File: config.mk
export PLATFORM = sky130hd
export DESIGN_NAME = vga_pixel_pipe
export DESIGN_NICKNAME = d
export VERILOG_FILES = /design/src/rtl/vga_pkg.sv /design/src/rtl/cursor_blink.sv /design/src/rtl/vga_pixel_pipe.sv
export SDC_FILE = /design/constraint.sdc
export NUM_CORES = 1
export LEC_CHECK = 0
export CORE_ASPECT_RATIO = 0.5
export CORE_MARGIN = 5
export CORE_UTILIZATION = 56
export CTS_BUF_LIST = sky130_fd_sc_hd__clkbuf_8
export CTS_CLUSTER_DIAMETER = 30
export DETAILED_ROUTE_END_ITERATION = 8
export GPL_ROUTABILITY_DRIVEN = 0
export PLACE_DENSITY = 0.95
export SLEW_MARGIN = 20
export SYNTH_ARGS = -nofsm -noshare
export SYNTH_HDL_FRONTEND = slang
export SYNTH_HIERARCHICAL = 1
export SYNTH_SLANG_ARGS = --single-unit
export TNS_END_PERCENT = 10
File: constraint.sdc
create_clock -name Clk -period 6.68 [get_ports Clk]
set_clock_uncertainty 0.2 [all_clocks]
set_input_delay 0.668 -clock Clk [delete_from_list [all_inputs] [get_ports Clk]]
set_output_delay 0.668 -clock Clk [all_outputs]
set_load 0.05 [all_outputs]
File: src/rtl/vga_pkg.sv
// Shared constants and helpers for the VGA pixel pipeline.
package vga_pkg;

    localparam int unsigned H_ACTIVE     = 640;
    localparam int unsigned V_ACTIVE     = 480;
    localparam int unsigned TILE_PX      = 40;
    localparam int unsigned BORDER_PX    = 2;
    localparam int unsigned BLINK_FRAMES = 16;
    localparam int unsigned TILES_X      = 16;
    localparam int unsigned TILES_Y      = 12;

    typedef logic [23:0] rgb24_t;

    localparam rgb24_t KEY_COLOR    = 24'hFF00FF;
    localparam rgb24_t CURSOR_COLOR = 24'hFFFF00;

    // Tile index of a 10-bit coordinate; compare chain instead of a divider.
    function automatic logic [4:0] tile_of(input logic [9:0] v);
        logic [4:0] t;
        t = '0;
        for (int unsigned i = 1; i < 26; i++) begin
            if (32'(v) >= i * TILE_PX) t = 5'(i);
        end
        return t;
    endfunction

endpackage

File: src/rtl/cursor_blink.sv
// Frame-start detection, blink timer and per-frame cursor tile latch.
module cursor_blink
    import vga_pkg::*;
(
    input  logic       Clk,
    input  logic       Reset,
    input  logic       vs_in,
    input  logic [3:0] cursor_col,
    input  logic [3:0] cursor_row,
    output logic       blink_on,
    output logic [3:0] cur_col_l,
    output logic [3:0] cur_row_l
);

    logic       r_vs_d1;
    logic [3:0] r_frame_cnt;
    logic       r_blink_on;
    logic [3:0] r_col_l;
    logic [3:0] r_row_l;
    logic       w_frame_start;

    assign w_frame_start = r_vs_d1 & ~vs_in;

    always_ff @(posedge Clk) begin
        if (Reset) begin
            r_vs_d1     <= 1'b1;
            r_frame_cnt <= '0;
            r_blink_on  <= 1'b1;
            r_col_l     <= '0;
            r_row_l     <= '0;
        end else begin
            r_vs_d1 <= vs_in;
            if (w_frame_start) begin
                // Latch only at frame start so the cursor never tears mid-frame.
                r_col_l <= cursor_col;
                r_row_l <= cursor_row;
                if (r_frame_cnt == 4'(BLINK_FRAMES - 1)) begin
                    r_frame_cnt <= '0;
                    r_blink_on  <= ~r_blink_on;
                end else begin
                    r_frame_cnt <= r_frame_cnt + 4'd1;
                end
            end
        end
    end

    assign blink_on  = r_blink_on;
    assign cur_col_l = r_col_l;
    assign cur_row_l = r_row_l;

endmodule

File: src/rtl/vga_pixel_pipe.sv
// Map-RAM address generation, sprite/cursor overlay and 2-clock aligned VGA output stage.
module vga_pixel_pipe
    import vga_pkg::*;
(
    input  logic        Clk,
    input  logic        Reset,
    input  logic [9:0]  DrawX,
    input  logic [9:0]  DrawY,
    input  logic        hs_in,
    input  logic        vs_in,
    input  logic        blank_n_in,
    input  logic        sprite_hit,
    input  logic [23:0] sprite_color,
    input  logic        cursor_en,
    input  logic [3:0]  cursor_col,
    input  logic [3:0]  cursor_row,
    output logic [18:0] map_read_address,
    input  logic [23:0] map_data_in,
    output logic [7:0]  VGA_R,
    output logic [7:0]  VGA_G,
    output logic [7:0]  VGA_B,
    output logic        VGA_HS,
    output logic        VGA_VS,
    output logic        VGA_BLANK_N
);

    logic       w_active;
    logic [18:0] w_addr;

    assign w_active = (DrawX < 10'(H_ACTIVE)) && (DrawY < 10'(V_ACTIVE));
    assign w_addr   = ({9'b0, DrawY} << 9) + ({9'b0, DrawY} << 7) + {9'b0, DrawX};
    assign map_read_address = w_active ? w_addr : '0;

    logic [9:0] r_x_d1, r_y_d1;
    logic       r_hit_d1, r_blank_d1, r_hs_d1, r_vs_d1;
    rgb24_t     r_scol_d1;

    always_ff @(posedge Clk) begin
        if (Reset) begin
            r_x_d1     <= '0;
            r_y_d1     <= '0;
            r_hit_d1   <= 1'b0;
            r_scol_d1  <= '0;
            r_blank_d1 <= 1'b0;
            r_hs_d1    <= 1'b1;
            r_vs_d1    <= 1'b1;
        end else begin
            r_x_d1     <= DrawX;
            r_y_d1     <= DrawY;
            r_hit_d1   <= sprite_hit;
            r_scol_d1  <= sprite_color;
            r_blank_d1 <= blank_n_in;
            r_hs_d1    <= hs_in;
            r_vs_d1    <= vs_in;
        end
    end

    logic       w_blink_on;
    logic [3:0] w_cur_col_l, w_cur_row_l;

    cursor_blink u_cursor_blink (
        .Clk        (Clk),
        .Reset      (Reset),
        .vs_in      (vs_in),
        .cursor_col (cursor_col),
        .cursor_row (cursor_row),
        .blink_on   (w_blink_on),
        .cur_col_l  (w_cur_col_l),
        .cur_row_l  (w_cur_row_l)
    );

    logic [4:0] w_tile_x, w_tile_y;
    logic [9:0] w_off_x, w_off_y;
    logic       w_border, w_in_tile, w_cursor_vis;

    assign w_tile_x = tile_of(r_x_d1);
    assign w_tile_y = tile_of(r_y_d1);
    assign w_off_x  = 10'(32'(r_x_d1) - 32'(w_tile_x) * TILE_PX);
    assign w_off_y  = 10'(32'(r_y_d1) - 32'(w_tile_y) * TILE_PX);

    assign w_border = (w_off_x < 10'(BORDER_PX)) || (w_off_x >= 10'(TILE_PX - BORDER_PX)) ||
                      (w_off_y < 10'(BORDER_PX)) || (w_off_y >= 10'(TILE_PX - BORDER_PX));
    assign w_in_tile = (w_tile_x == {1'b0, w_cur_col_l}) && (w_tile_y == {1'b0, w_cur_row_l});
    assign w_cursor_vis = cursor_en & w_blink_on &
                          ({1'b0, w_cur_col_l} < 5'(TILES_X)) &
                          ({1'b0, w_cur_row_l} < 5'(TILES_Y));

    rgb24_t w_pix;

    always_comb begin
        w_pix = map_data_in;
        if (!r_blank_d1) begin
            w_pix = '0;
        end else if (w_cursor_vis && w_in_tile && w_border) begin
            w_pix = CURSOR_COLOR;
        end else if (r_hit_d1 && (r_scol_d1 != KEY_COLOR)) begin
            w_pix = r_scol_d1;
        end
    end

    rgb24_t r_rgb_q;
    logic   r_hs_d2, r_vs_d2, r_blank_d2;

    always_ff @(posedge Clk) begin
        if (Reset) begin
            r_rgb_q    <= '0;
            r_hs_d2    <= 1'b1;
            r_vs_d2    <= 1'b1;
            r_blank_d2 <= 1'b0;
        end else begin
            r_rgb_q    <= w_pix;
            r_hs_d2    <= r_hs_d1;
            r_vs_d2    <= r_vs_d1;
            r_blank_d2 <= r_blank_d1;
        end
    end

    assign VGA_R       = r_rgb_q[23:16];
    assign VGA_G       = r_rgb_q[15:8];
    assign VGA_B       = r_rgb_q[7:0];
    assign VGA_HS      = r_hs_d2;
    assign VGA_VS      = r_vs_d2;
    assign VGA_BLANK_N = r_blank_d2;

endmodule

==> run metrics <==
status finished, final reports clean; Die ar. 0.01183 mm^2; setup ws final 915.1 ps; min-delay worst type flip-flop to flip-flop; setup TNS 0 ps; flop-to-flop setup slack roughly 920 ps; top post-synthesis cells by area dfxtp_1 32%, ha_1 10%, nor2b_1 6.5%, a21oi_1 5.1%, mux2i_1 3.5%; Reg clk slew, reported paths around 80 ps; Slew @ Worst Pin slightly below 1000 ps; clk buf depth 2; PostCTS Resize Cnt 0; gr ovfl total 0; Yosys reg bits between 80 and 90; drt first-iter violations 290; Critical Path AT 5760 ps; Avg Cell Area, Syn approximately 8.6 um^2; Buf+Inv Stages, Crit Path 4; endpoint of the worst register-to-register path r_rgb_q[13]; post-synthesis compound-gate area fraction 17.87%; RSZ-0062 raised after global routing false; CP required 6680 ps; final setup fails 0; Setup crit end kind flip-flop; Die Span Y about 79 um; Post-Synth XOR/XNOR Area under 10%; register area share after synthesis around 32%; io pins roughly 130; largest net degree at the start of global routing 64; DRC 0; share of cells above drive strength 1 5.149%; via total after detailed routing 5050; fin crit share 86.30%; post-synthesis cell type with the largest combined area dfxtp_1; die extent in x 148.9 um; PortBufs 128; gr usage total 24.14%; YS warnings 6; Worst Path Class, Setup flip-flop to flip-flop; # Post-CTS Setup Buffers 0; first-pass GRT wire length 23250 um; Total Routed Length 14160 um; nets@finish 866; Tmin final 5765 ps; Layout area overhead 27.88%; post-synthesis cell type count 66; clock sink total 87; most frequent cell after synthesis dfxtp_1; CTS tree built; final instance area 0.006910 mm^2; cts bufs inserted 9; HPWL after detailed placement roughly 11000 um; Syn Nets roughly 760; endpoints failing hold 0; Worst VDD drop 175.1 uV; Synth Area in Adders 12.62%; crit-path cells inv_1 > and3_1 > o31ai_1 > nor3b_1 > inv_1 > ha_1 > ha_1 > fa_1 > inv_1 > ha_1 > inv_1 > nand3b_1 > o221ai_1 > a2111oi_0 > nand4_1 > nor4_1 > or4_1 > a21oi_1; pre-CTS WS 993.5 ps; max frequency 173.5 MHz; DP Area between 0.006 and 0.007 mm^2; Leak 0.002804 uW; most used cell, CP inv_1; DR pass1 iterations 6; Post-DRT Antenna Nets 0; Core ar. 0.009415 mm^2; synthesized area approximately 0.0054 mm^2; Critical Path Fanout Max 30; row cnt 25; H-tree depth 3; Synth async-reset ratio 0%; Min-Delay Endpoint VGA_VS; Cells after Synth 631; Critical R2R Launch r_y_d1[8]; post-synthesis simple-gate area fraction between 20% and 30%; initial antenna violation count 0; multiplexer share of the synthesized area 5.186%; WL per Instance 16.22 um; synth cell count leaders 87 x dfxtp_1, 56 x nor2b_1, 55 x a21oi_1; fin. max-slew vios 0; Vias per Instance 5.785; antenna cells 0; P per Cell Area roughly 200 mW/mm^2; Startpoint Class flip-flop; max-cap violations 0; Final Util roughly three quarters; Post-synth EDFFs 0; CP top delay family simple AND/OR/NAND/NOR gates; crit-path max cell delay 980 ps; clk root buf clkbuf_8; Skew-Pair Late Insertion Delay around 360 ps; vias in the first global route 4959; Rel. slew slack 33.81%; worst hold path depth 1; Worst path slowest cell dfxtp_1; share of the synthesized area in the top cell type approximately 32%; largest family of logic cells by synthesized area simple AND/OR/NAND/NOR gates; Hold Startpoint r_vs_d1; commonest register cell after synthesis dfxtp_1; Initial Util 57.40%; Hold-fix buffers, CTS 0; reg2reg path depth 18
==> per-layer routing <==
metal  vias to the layer above  share of wire, %  GRT usage, %
met2                       221                49         42.36
met3                        43               8.0         6.807
li1                       2445                 -             -
met1                      2341                40         27.51
met5                         -                 0             0
met4                         0               3.4         11.14
==> sequential cells by signal (all words and copies together), names as in the netlist, 4 cells and up <==
| register | cells |
|---|---|
| r_rgb_q | 24 |
| r_scol_d1 | 24 |
| r_x_d1 | 9 |
| r_y_d1 | 9 |
| u_cursor_blink/cur_col_l | 4 |
| u_cursor_blink/cur_row_l | 4 |
| u_cursor_blink/r_frame_cnt | 4 |
==> report_power, final <==
part,leakage [uW],switching (uW),total (uW),internal [uW]
Combinational,0.00197,234,439,205
Sequential,0.000718,32.9,575,542
Clock,0.000117,187,410,223
Total,0.00280,454,1420,970
==> kinds of logic (layout without fill, tap and decap cells) <==
logic type / Yosys count / after routing
AND/OR/NAND/NOR: 229 / 229
AO/OA/AOI/OAI: 150 / 150
flip-flops: 87 / 87
buffers and inverters: 68 / 175
adder cells (fa/ha/maj): 51 / 51
multiplexers: 27 / 27
XOR/XNOR: 19 / 19
==> final cells by class <==
class | instances | area (um^2)
multi-input cells | 476 | 3371
fillers | 634 | 2505
flip-flops and latches | 87 | 1742
repair buffers | 130 | 1291
well taps | 135 | 168.9
clock buffers | 10 | 137.6
inverters | 29 | 108.9
clock inverters | 6 | 91.34
==> stage by stage <==
stage / std cells / hold slack [ps] / total power, uW
2_1_floorplan: 631 / 189.5 / 879.2
3_3_place_gp: 857 / 193.6 / 1001
3_5_place_dp: 857 / 210.4 / 1019
4_1_cts: 873 / 233.8 / 1425
5_1_grt: 873 / 258.7 / 1498
6_report: 873 / 229.7 / 1423
==> placed cells by master, fill, tap and decap left out, types with 6 or more instances in the layout <==
cell type | synthesis | final
nor3_1 | 12 | 12
nand4_1 | 7 | 7
and2_1 | 10 | 10
nand3_1 | 8 | 8
dfxtp_1 | 87 | 87
o21ai_0 | 23 | 23
inv_1 | 29 | 29
nor2_1 | 27 | 27
clkbuf_8 | 0 | 10
nor2b_1 | 56 | 56
mux2i_1 | 19 | 19
or2_2 | 7 | 7
clkdlybuf4s50_1 | 0 | 127
ha_1 | 44 | 44
or3_1 | 6 | 6
a21oi_1 | 55 | 55
a211o_1 | 6 | 6
a31oi_1 | 11 | 10
nand2_1 | 43 | 43
xnor2_1 | 9 | 9
fa_1 | 6 | 6
and3_1 | 10 | 10
nand2b_1 | 20 | 20
a21o_1 | 6 | 6
mux2_2 | 8 | 8
xor2_1 | 10 | 10
==> worst max-delay path by stage <==
stage | from | end | slack (ps) | depth (start not counted)
after floorplan | DrawX[9] | map_read_address[16] | 2050 | 11
after global placement | r_y_d1[8] | r_rgb_q[4] | 1230 | 18
after detailed placement | r_y_d1[8] | r_rgb_q[11] | 990 | 18
after CTS | r_y_d1[8] | r_rgb_q[13] | 1000 | 18
after global routing | r_y_d1[8] | r_rgb_q[13] | 530 | 18
final | r_y_d1[8] | r_rgb_q[13] | 920 | 18
No activity file was read; power rests on OpenSTA's default activity.
